[src/rtl/ccsds_rs_frame_sync.sv]
// CCSDS TM frame synchroniser: finds the attached sync marker in a byte stream,
// confirms lock with a search/check/lock FSM plus flywheel, and emits codeblocks with framing flags.
module ccsds_rs_frame_sync #(
  parameter logic [31:0] ASM         = 32'h1ACFFC1D,
  parameter int unsigned CB_LEN      = 1275,
  parameter int unsigned PARITY_LEN  = 160,
  parameter int unsigned CHECK_COUNT = 2,
  parameter int unsigned FLYWHEEL    = 3,
  parameter int unsigned CNT_WIDTH   = 11
) (
  input  logic       nGrst,
  input  logic       clk,
  input  logic       rst,
  input  logic       clkEn,
  input  logic [7:0] din,
  input  logic       dinValid,
  output logic [7:0] dout,
  output logic       doutValid,
  output logic       sof,
  output logic       eof,
  output logic       parity,
  output logic       locked,
  output logic [1:0] state,
  output logic       lockLost
);

  localparam int unsigned GW = $clog2(CHECK_COUNT + 1);
  localparam int unsigned MW = $clog2(FLYWHEEL + 1);

  typedef enum logic [1:0] {
    SEARCH = 2'd0,
    CHECK  = 2'd1,
    LOCK   = 2'd2
  } state_t;

  state_t               st_q, st_d;
  logic [23:0]          sh_q, sh_d;
  logic [CNT_WIDTH-1:0] pos_q, pos_d;
  logic [GW-1:0]        good_q, good_d, good_inc;
  logic [MW-1:0]        miss_q, miss_d, miss_inc;
  logic [7:0]           dout_q, dout_d;
  logic                 vld_q, vld_d;
  logic                 sof_q, sof_d;
  logic                 eof_q, eof_d;
  logic                 par_q, par_d;
  logic                 lost_q, lost_d;
  logic                 locked_q, locked_d;
  logic                 match;
  logic                 at_end;

  // Window includes the byte being accepted so the hit lands on the last marker byte.
  assign match    = ({sh_q, din} == ASM);
  assign at_end   = (pos_q == CNT_WIDTH'(CB_LEN + 3));
  assign good_inc = good_q + GW'(1);
  assign miss_inc = miss_q + MW'(1);

  // State register and output registers; sync reset beats the enable.
  always_ff @(posedge clk or negedge nGrst) begin
    if (!nGrst) begin
      st_q     <= SEARCH;
      sh_q     <= '0;
      pos_q    <= '0;
      good_q   <= '0;
      miss_q   <= '0;
      dout_q   <= '0;
      vld_q    <= 1'b0;
      sof_q    <= 1'b0;
      eof_q    <= 1'b0;
      par_q    <= 1'b0;
      lost_q   <= 1'b0;
      locked_q <= 1'b0;
    end else if (rst) begin
      st_q     <= SEARCH;
      sh_q     <= '0;
      pos_q    <= '0;
      good_q   <= '0;
      miss_q   <= '0;
      dout_q   <= '0;
      vld_q    <= 1'b0;
      sof_q    <= 1'b0;
      eof_q    <= 1'b0;
      par_q    <= 1'b0;
      lost_q   <= 1'b0;
      locked_q <= 1'b0;
    end else if (clkEn) begin
      st_q     <= st_d;
      sh_q     <= sh_d;
      pos_q    <= pos_d;
      good_q   <= good_d;
      miss_q   <= miss_d;
      dout_q   <= dout_d;
      vld_q    <= vld_d;
      sof_q    <= sof_d;
      eof_q    <= eof_d;
      par_q    <= par_d;
      lost_q   <= lost_d;
      locked_q <= locked_d;
    end
  end

  // Next-state and next-output logic for one accepted byte.
  always_comb begin
    st_d   = st_q;
    sh_d   = sh_q;
    pos_d  = pos_q;
    good_d = good_q;
    miss_d = miss_q;
    dout_d = dout_q;
    vld_d  = 1'b0;
    sof_d  = 1'b0;
    eof_d  = 1'b0;
    par_d  = 1'b0;
    lost_d = 1'b0;

    if (dinValid) begin
      sh_d  = {sh_q[15:0], din};
      pos_d = at_end ? '0 : pos_q + CNT_WIDTH'(1);
      unique case (st_q)
        SEARCH: begin
          if (match) begin
            st_d   = CHECK;
            pos_d  = '0;
            good_d = '0;
          end
        end
        CHECK: begin
          if (at_end) begin
            if (!match) begin
              st_d = SEARCH;
            end else if (good_inc == GW'(CHECK_COUNT)) begin
              st_d   = LOCK;
              good_d = good_inc;
              miss_d = '0;
            end else begin
              good_d = good_inc;
            end
          end
        end
        LOCK: begin
          if (pos_q < CNT_WIDTH'(CB_LEN)) begin
            vld_d  = 1'b1;
            dout_d = din;
            sof_d  = (pos_q == '0);
            eof_d  = (pos_q == CNT_WIDTH'(CB_LEN - 1));
            par_d  = (pos_q >= CNT_WIDTH'(CB_LEN - PARITY_LEN));
          end
          if (at_end) begin
            if (match) begin
              miss_d = '0;
            end else if (miss_inc == MW'(FLYWHEEL)) begin
              st_d   = SEARCH;
              lost_d = 1'b1;
            end else begin
              miss_d = miss_inc;
            end
          end
        end
        default: st_d = SEARCH;
      endcase
    end

    locked_d = (st_d == LOCK);
  end

  assign dout      = dout_q;
  assign doutValid = vld_q;
  assign sof       = sof_q;
  assign eof       = eof_q;
  assign parity    = par_q;
  assign lockLost  = lost_q;
  assign locked    = locked_q;
  assign state     = st_q;

endmodule
[config.mk]
export PLATFORM = sky130hd
export DESIGN_NAME = ccsds_rs_frame_sync
export DESIGN_NICKNAME = d
export VERILOG_FILES = /design/src/rtl/ccsds_rs_frame_sync.sv
export SDC_FILE = /design/constraint.sdc
export NUM_CORES = 1
export LEC_CHECK = 0
export BUFFER_PORTS_ARGS = -buffer_cell sky130_fd_sc_hd__buf_2
export CAP_MARGIN = 15
export CORE_ASPECT_RATIO = 1.4
export CORE_MARGIN = 2
export CORE_UTILIZATION = 25
export CTS_CLUSTER_SIZE = 10
export DETAILED_ROUTE_END_ITERATION = 6
export SLEW_MARGIN = 25
export SYNTH_ARGS = -nofsm -noshare
export SYNTH_HDL_FRONTEND = slang
export SYNTH_SLANG_ARGS = --single-unit
[constraint.sdc]
create_clock -name clk -period 1.7 [get_ports clk]
set_input_delay 0.51 -clock clk [delete_from_list [all_inputs] [get_ports clk]]
set_output_delay 0.51 -clock clk [all_outputs]
set_load 0.05 [all_outputs]
======== Word-level counts from Yosys, hierarchy flattened ========
Index checks and enable logic that the tools add are counted.
cells by class
  mux-type cells .......................... 71
  $lt $le $gt $ge ......................... 2
  reduce and logical (&&, ||, !) cells .... 12
  add/sub/neg operators ................... 3
  equal/unequal tests ..................... 14
operators with widths
  operator                                          number
  2-to-1 mux 24 bit                                 3
  2-to-1 mux 11 bit                                 6
  2-to-1 mux 2 bit                                  25
  2-to-1 mux 8 bit                                  5
  == test 32 x 29 -> 1 bit (second input constant)  1
  2-to-1 mux 1 bit                                  29
  == test 11 bit (second input constant)            2
  inequality test 3 bit (second input constant)     5
  adder 11 x 1 -> 11 bit (second input constant)    1
  >= comparator 11 bit (second input constant)      1
  zero test 11 bit                                  1
  < comparator 11 bit (second input constant)       1
  == test 2 bit (second input constant)             4
  case mux 2 bit (2 select lines)                   2
  AND reduction 8 bit                               1
  nonzero test 2 bit                                4
  case mux 2 bit (3 select lines)                   1
  AND reduction 6 bit                               1
  nonzero test 3 bit                                2
  adder 2 x 1 -> 2 bit (second input constant)      2
  inequality test 4 bit (second input constant)     1
  AND reduction 4 bit                               1
  == test 2 x 1 -> 1 bit (second input constant)    1
  zero test 2 bit                                   1
  AND reduction 2 bit                               1
storage, ports and cells
  input port bits ......................... 13
  word-level logic and storage cells ...... 114
  output and inout bits ................... 16
  bits in registers ....................... 55

======== Logic depth before layout (Yosys ltp) ========
  word-level depth ........................ 10
  gate-level depth with buffers ........... 8
  mapped depth without buffers ............ 7

======== Worst setup path after synthesis ========
Ideal clock, no wire load.
  kind .................................... input port to flip-flop
  from .................................... input din[1]
  to ...................................... register pos_q[5]
  setup slack ............................. -0.295 ns
  arrival time ............................ 1.867 ns
  stages on the path ...................... 6
  path buffers ............................ 1
  cell sequence ........................... or4b_1 > nor4_2 > nand3_2 > buf_2 > a31oi_1 > o22ai_1
between the ends
  word-level cells in the longest chain between the ends .. 6
RTL lines
  element                   line  RTL
  from (decl)               15    input logic [7:0] din,
  == test 32 x 29 -> 1 bit  52    assign match = ({sh_q, din} == ASM);
  2-to-1 mux 11 bit         120   if (match) begin
  2-to-1 mux 11 bit         118   unique case (st_q)
  2-to-1 mux 11 bit         115   if (dinValid) begin
  2-to-1 mux 11 bit         85    end else if (clkEn) begin
  2-to-1 mux 11 bit         72    end else if (rst) begin
  to (signal assigned)      88    pos_q <= pos_d;
  to (decl)                 38    logic [CNT_WIDTH-1:0] pos_q, pos_d;
No other way between the ends. The select of a mux whose other input is x is not followed.
A chain may end at the register's enable or synchronous reset.

======== Worst setup path in the final report ========
  from .................................... register sh_q[13]
  to ...................................... register locked_q, in the netlist locked
between the ends
  word-level cells in the longest chain between the ends .. 8
  elaborated cells between the ends (all ways) .. 11
  classes of those cells .................. eq/ne: 2; mux: 9
RTL lines
  element                                     line      RTL
  from (decl)                                 37        logic [23:0] sh_q, sh_d;
  from (signal assigned)                      61        sh_q <= '0;
  from (signal assigned)                      74        sh_q <= '0;
  from (signal assigned)                      87        sh_q <= sh_d;
  == test 32 x 29 -> 1 bit (*)                52
  2-to-1 mux 2 bit, on equally long branches  148, 128
  2-to-1 mux 2 bit, on equally long branches  147, 127
  case mux 2 bit (3 select lines) (*)         118
  2-to-1 mux 2 bit (*)                        115
  == test 2 bit (*)                           162       locked_d = (st_d == LOCK);
  2-to-1 mux 1 bit (*)                        85
  2-to-1 mux 1 bit (*)                        72
  to (signal assigned)                        97        locked_q <= locked_d;
  to (decl)                                   47        logic locked_q, locked_d;
Mark *: on every way between the ends. The rest lies on a longest branch, timed or not. The select of a mux whose other input is x is not followed.

==> impl_results.html <==
<table>
<tr><th>Metric</th><th>Value</th></tr>
<tr><th colspan="2">Outcome</th></tr>
<tr><td>Status</td><td>finished with violations</td></tr>
<tr><td>Failing checks</td><td>negative setup slack</td></tr>
<tr><th colspan="2">GRT</th></tr>
<tr><td>Largest net degree at the start of global routing</td><td>27</td></tr>
<tr><td>Via count of the first global-routing pass</td><td>2791</td></tr>
<tr><td>Grt total ovfl</td><td>0</td></tr>
<tr><td>Antenna violations before repair</td><td>0</td></tr>
<tr><td>Wire length of the first global-routing pass</td><td>13400 um</td></tr>
<tr><td>Busiest layer in global routing</td><td>met2</td></tr>
<tr><td>Met2 layer usage reported by global route</td><td>0.252</td></tr>
<tr><td>GRT Total Usage</td><td>0.138</td></tr>
<tr><td>Routing usage on met3</td><td>0.0235</td></tr>
<tr><td>GR Util met1</td><td>0.157</td></tr>
<tr><th colspan="2">Setup path</th></tr>
<tr><td>CP required</td><td>1.93 ns</td></tr>
<tr><td>Worst flop-to-flop path startpoint</td><td>sh_q[13]</td></tr>
<tr><td>Endpoint of the most critical register-to-register path</td><td>locked</td></tr>
<tr><td>Critical path capture point type</td><td>flip-flop</td></tr>
<tr><td>Arrival @ worst endpoint</td><td>2.26 ns</td></tr>
<tr><td>Register-to-Register Path Depth</td><td>6</td></tr>
<tr><td>Critical path launch point type</td><td>flip-flop</td></tr>
<tr><td>Critical path class</td><td>flip-flop to flip-flop</td></tr>
<tr><td>Worst-path fanout max</td><td>4</td></tr>
<tr><td>Register-to-register setup slack</td><td>-0.33 ns</td></tr>
<tr><th colspan="2">Placement</th></tr>
<tr><td>Post-detail-place hpwl</td><td>~5800 um</td></tr>
<tr><td>Global placer's final weighted congestion</td><td>0.856</td></tr>
<tr><td>Pre-CTS WS</td><td>-0.488 ns</td></tr>
<tr><td>Cells after DPL</td><td>around 540</td></tr>
<tr><td>Number of port buffers</td><td>28</td></tr>
<tr><th colspan="2">Clock tree</th></tr>
<tr><td>H-tree depth</td><td>2</td></tr>
<tr><td>Maximum buffer depth of the clock tree</td><td>2</td></tr>
<tr><td>CTS tree</td><td>yes</td></tr>
<tr><td>Hold buffer count at CTS</td><td>0</td></tr>
<tr><td>CTS root buf</td><td>clkbuf_16</td></tr>
<tr><td>TritonCTS Buffers</td><td>5</td></tr>
<tr><td>Sinks on the clock net</td><td>55</td></tr>
<tr><td>Clock-pin slew on the worst setup and hold paths</td><td>0.08 ns</td></tr>
<tr><td>Clock insertion delay at the later pin of the skew report</td><td>~0.30 ns</td></tr>
<tr><th colspan="2">Flow run</th></tr>
<tr><td>Reported max-cap violation count</td><td>0</td></tr>
<tr><th colspan="2">Logic synthesis</th></tr>
<tr><td>Cell with the most instances after synthesis</td><td>nand2_1</td></tr>
<tr><td>Asr flop ratio synth</td><td>1.00</td></tr>
<tr><td>Nets in the synthesized netlist</td><td>341</td></tr>
<tr><td>Mapped Area</td><td>roughly 0.0029 mm2</td></tr>
<tr><td>Post-synth top area cell</td><td>dfrtp_1</td></tr>
<tr><td>Leading cell types by total area after synthesis</td><td>dfrtp_1 (48%), nand2_1 (9.0%), a21oi_1 (5.6%)</td></tr>
<tr><td>Gate count after technology mapping</td><td>323</td></tr>
<tr><td>Synthesis-stage register bit count</td><td>55</td></tr>
<tr><td>Most instantiated flip-flop cell in the synthesis netlist</td><td>dfrtp_1</td></tr>
<tr><td>Syn Area/Cell</td><td>8.91 um2</td></tr>
<tr><td>Commonest cells in the netlist</td><td>nand2_1 (69), dfrtp_1 (55), a21oi_1 (32)</td></tr>
<tr><td>Synth warn</td><td>0</td></tr>
<tr><td>Seq/Total Area, Yosys</td><td>0.478</td></tr>
<tr><td>Fraction of synthesized cell area taken by the top area cell type</td><td>0.478</td></tr>
<tr><td>Distinct cell type count of the synthesized netlist</td><td>46</td></tr>
<tr><td>Number of enable-type register cells in the synthesized netlist</td><td>0</td></tr>
<tr><th colspan="2">Detailed routing</th></tr>
<tr><td>Detail-routed net length per standard cell</td><td>14.6 um</td></tr>
<tr><td>Post-detailed-route DRC marker count</td><td>0</td></tr>
<tr><td>Number of nets still failing antenna checks after routing</td><td>0</td></tr>
<tr><td>Post-detailed-route via-to-cell ratio</td><td>4.91</td></tr>
<tr><td>Total vias in the final route</td><td>2705</td></tr>
<tr><td>Number of DRC markers in iteration 0</td><td>131</td></tr>
<tr><td>Number of iterations in the first detailed-routing pass</td><td>4</td></tr>
<tr><td>Wirelength, routed</td><td>8030 um</td></tr>
<tr><th colspan="2">STA</th></tr>
<tr><td>Count of final max-slew check failures</td><td>0</td></tr>
<tr><td>Worst setup skew after layout</td><td>0.0132 ns</td></tr>
<tr><td>Worst hold margin</td><td>0.158 ns</td></tr>
<tr><td>Setup repair after global routing missed its margin</td><td>yes</td></tr>
<tr><td>Maximum operating frequency</td><td>0.494 GHz</td></tr>
<tr><td>Worst relative slew slack</td><td>0.645</td></tr>
<tr><td>Share of the clock period used by the worst path after layout</td><td>1.19</td></tr>
<tr><td>Min Clock Period, post-route</td><td>~2.0 ns</td></tr>
<tr><td>Final setup vio count</td><td>28</td></tr>
<tr><td>Total negative setup slack</td><td>-5.53 ns</td></tr>
<tr><td>Tightest Pin Transition</td><td>~0.53 ns</td></tr>
<tr><td>Endpoints failing hold</td><td>0</td></tr>
<tr><td>Setup slack of the critical path after layout</td><td>-0.326 ns</td></tr>
<tr><th colspan="2">Layout</th></tr>
<tr><td>Sequential cell area in the final layout</td><td>0.00138 mm2</td></tr>
<tr><td>Area taken by multi-input logic gates</td><td>0.00148 mm2</td></tr>
<tr><td>Ratio of cells with drive above 1 in the final layout</td><td>0.317</td></tr>
<tr><td>Post-route insts no fill</td><td>551</td></tr>
<tr><td>Layout Area Growth over Synthesis</td><td>37.1%</td></tr>
<tr><td>Fill count</td><td>1185</td></tr>
<tr><td>Number of diodes added for antenna fixing</td><td>0</td></tr>
<tr><td>Nets@finish</td><td>424</td></tr>
<tr><th colspan="2">Power</th></tr>
<tr><td>Internal portion of total power</td><td>2.15 mW</td></tr>
<tr><td>Part of the power in the clock network</td><td>0.432</td></tr>
<tr><td>Switching share of power</td><td>0.241</td></tr>
<tr><td>LEAKAGE</td><td>1.74 nW</td></tr>
<tr><td>Max IR drop VDD</td><td>0.000395 V</td></tr>
<tr><td>Net switching power figure</td><td>686 uW</td></tr>
<tr><td>Portion of total power attributed to sequential cells</td><td>0.473</td></tr>
<tr><td>Comb pwr share</td><td>0.095</td></tr>
<tr><td>Power per Cell Area</td><td>roughly 700 mW/mm2</td></tr>
<tr><th colspan="2">Floorplanning</th></tr>
<tr><td>Vertical die dimension</td><td>131 um</td></tr>
<tr><td>Die span in x</td><td>~95 um</td></tr>
<tr><td>Starting utilization of the core area</td><td>0.255</td></tr>
<tr><td>I/O pin count</td><td>29</td></tr>
<tr><td>Area enclosed by the die boundary</td><td>0.0124 mm2</td></tr>
<tr><td># rows</td><td>46</td></tr>
<tr><td>Core Region</td><td>0.0113 mm2</td></tr>
<tr><th colspan="2">Hold path</th></tr>
<tr><td>Hold WC Path Type</td><td>input port to asynchronous set/reset pin</td></tr>
</table>
[sequential cells by signal, summed over array words and instances, names as in the netlist]
name / flops
doutValid: 1
sh_q: 24
eof: 1
miss_q: 2
state: 2
sof: 1
lockLost: 1
parity: 1
locked: 1
good_q: 2
pos_q: 11
dout: 8
[critical path, stage by stage (launching register included)]
cell     delay, ns
dfrtp_1       0.37
or4bb_1       0.55
nor4_4        0.41
nand2_2       0.15
buf_4         0.17
a31oi_4       0.13
a32o_1        0.17
[per-layer routing]
metal	vias up	wire length [um]	part of all wire
li1	1306	-	-
met1	1310	3320	0.41
met2	75	4180	0.52
met3	14	316	0.039
met4	0	211	0.026
met5	-	0	0
[repair_timing]
action,CTS,global route
cloned,1,1
buffers inserted,4,2
resized for setup,16,11
endpoints found under the setup margin,30,30
pin swaps,10,13
[logic make-up after synthesis]
| logic type | Yosys count | share of synthesized area |
|---|---|---|
| fa+ha+maj | 5 | 0.0217 |
| simple gates | 160 | 0.288 |
| buf+inv | 30 | 0.0409 |
| compound gates | 64 | 0.140 |
| mux | 8 | 0.0278 |
| flops | 55 | 0.478 |
| xor+xnor | 1 | 0.00304 |
[how the worst max path moves through the flow]
| stage | start | to | slack (ns) |
|---|---|---|---|
| finish | sh_q[13] | locked | -0.33 |
| global route | sh_q[13] | good_q[0] | -0.41 |
| CTS | sh_q[13] | good_q[0] | -0.32 |
| detailed placement | din[1] | good_q[0] | -0.49 |
| global placement | din[1] | good_q[1] | -0.46 |
| floorplan | din[1] | locked | -0.21 |
[power by group through the flow]
stage                     Combinational [mW]  Clock [mW]  Sequential, mW
after floorplan                        0.100           0            1.37
after global placement                 0.256           0            1.37
after detailed placement               0.260           0            1.37
after CTS                              0.266        1.26            1.34
after global routing                   0.301        1.30            1.35
final                                  0.270        1.23            1.34
[cells in the final DEF, fill, tap and decap left out, drive strengths merged]
cell     instances
ha               5
a311o            1
nor2            23
a21oi           32
bufinv           1
a32o             1
inv             13
or3              3
nand4bb          2
nor2b            5
nand2           69
nand2b           3
and3             3
a21o             4
or4bb            2
and2             4
o31ai            1
or4b             3
dfrtp           55
a211oi           1
a31oi            6
nor3             6
nand3           11
nand4b           4
and4             1
or2              2
buf             95
o22ai            6
clkbuf           5
mux2i            8
o32ai            1
o21ai            6
nand4           14
nor4b            1
a2111oi          2
nor4             4
o211ai           3
xor2             1
[stage by stage]
step                area, um2  power, mW  utilization
finish                   3950       2.84        0.350
global route             3950       2.95        0.350
CTS                      3880       2.87        0.344
detailed placement       3620       1.63        0.321
global placement         3620       1.62        0.321
floorplan                2910       1.47            -
[layout make-up]
type,count,share of cell area
Multi-Input combinational cell,238,0.376
Sequential cell,55,0.350
Inverter,11,0.0105
Clock inverter,3,0.0127
Tap cell,144,0.0457
Timing Repair Buffer,95,0.174
Clock buffer,5,0.0317
Power figures use the tool's default switching activity.
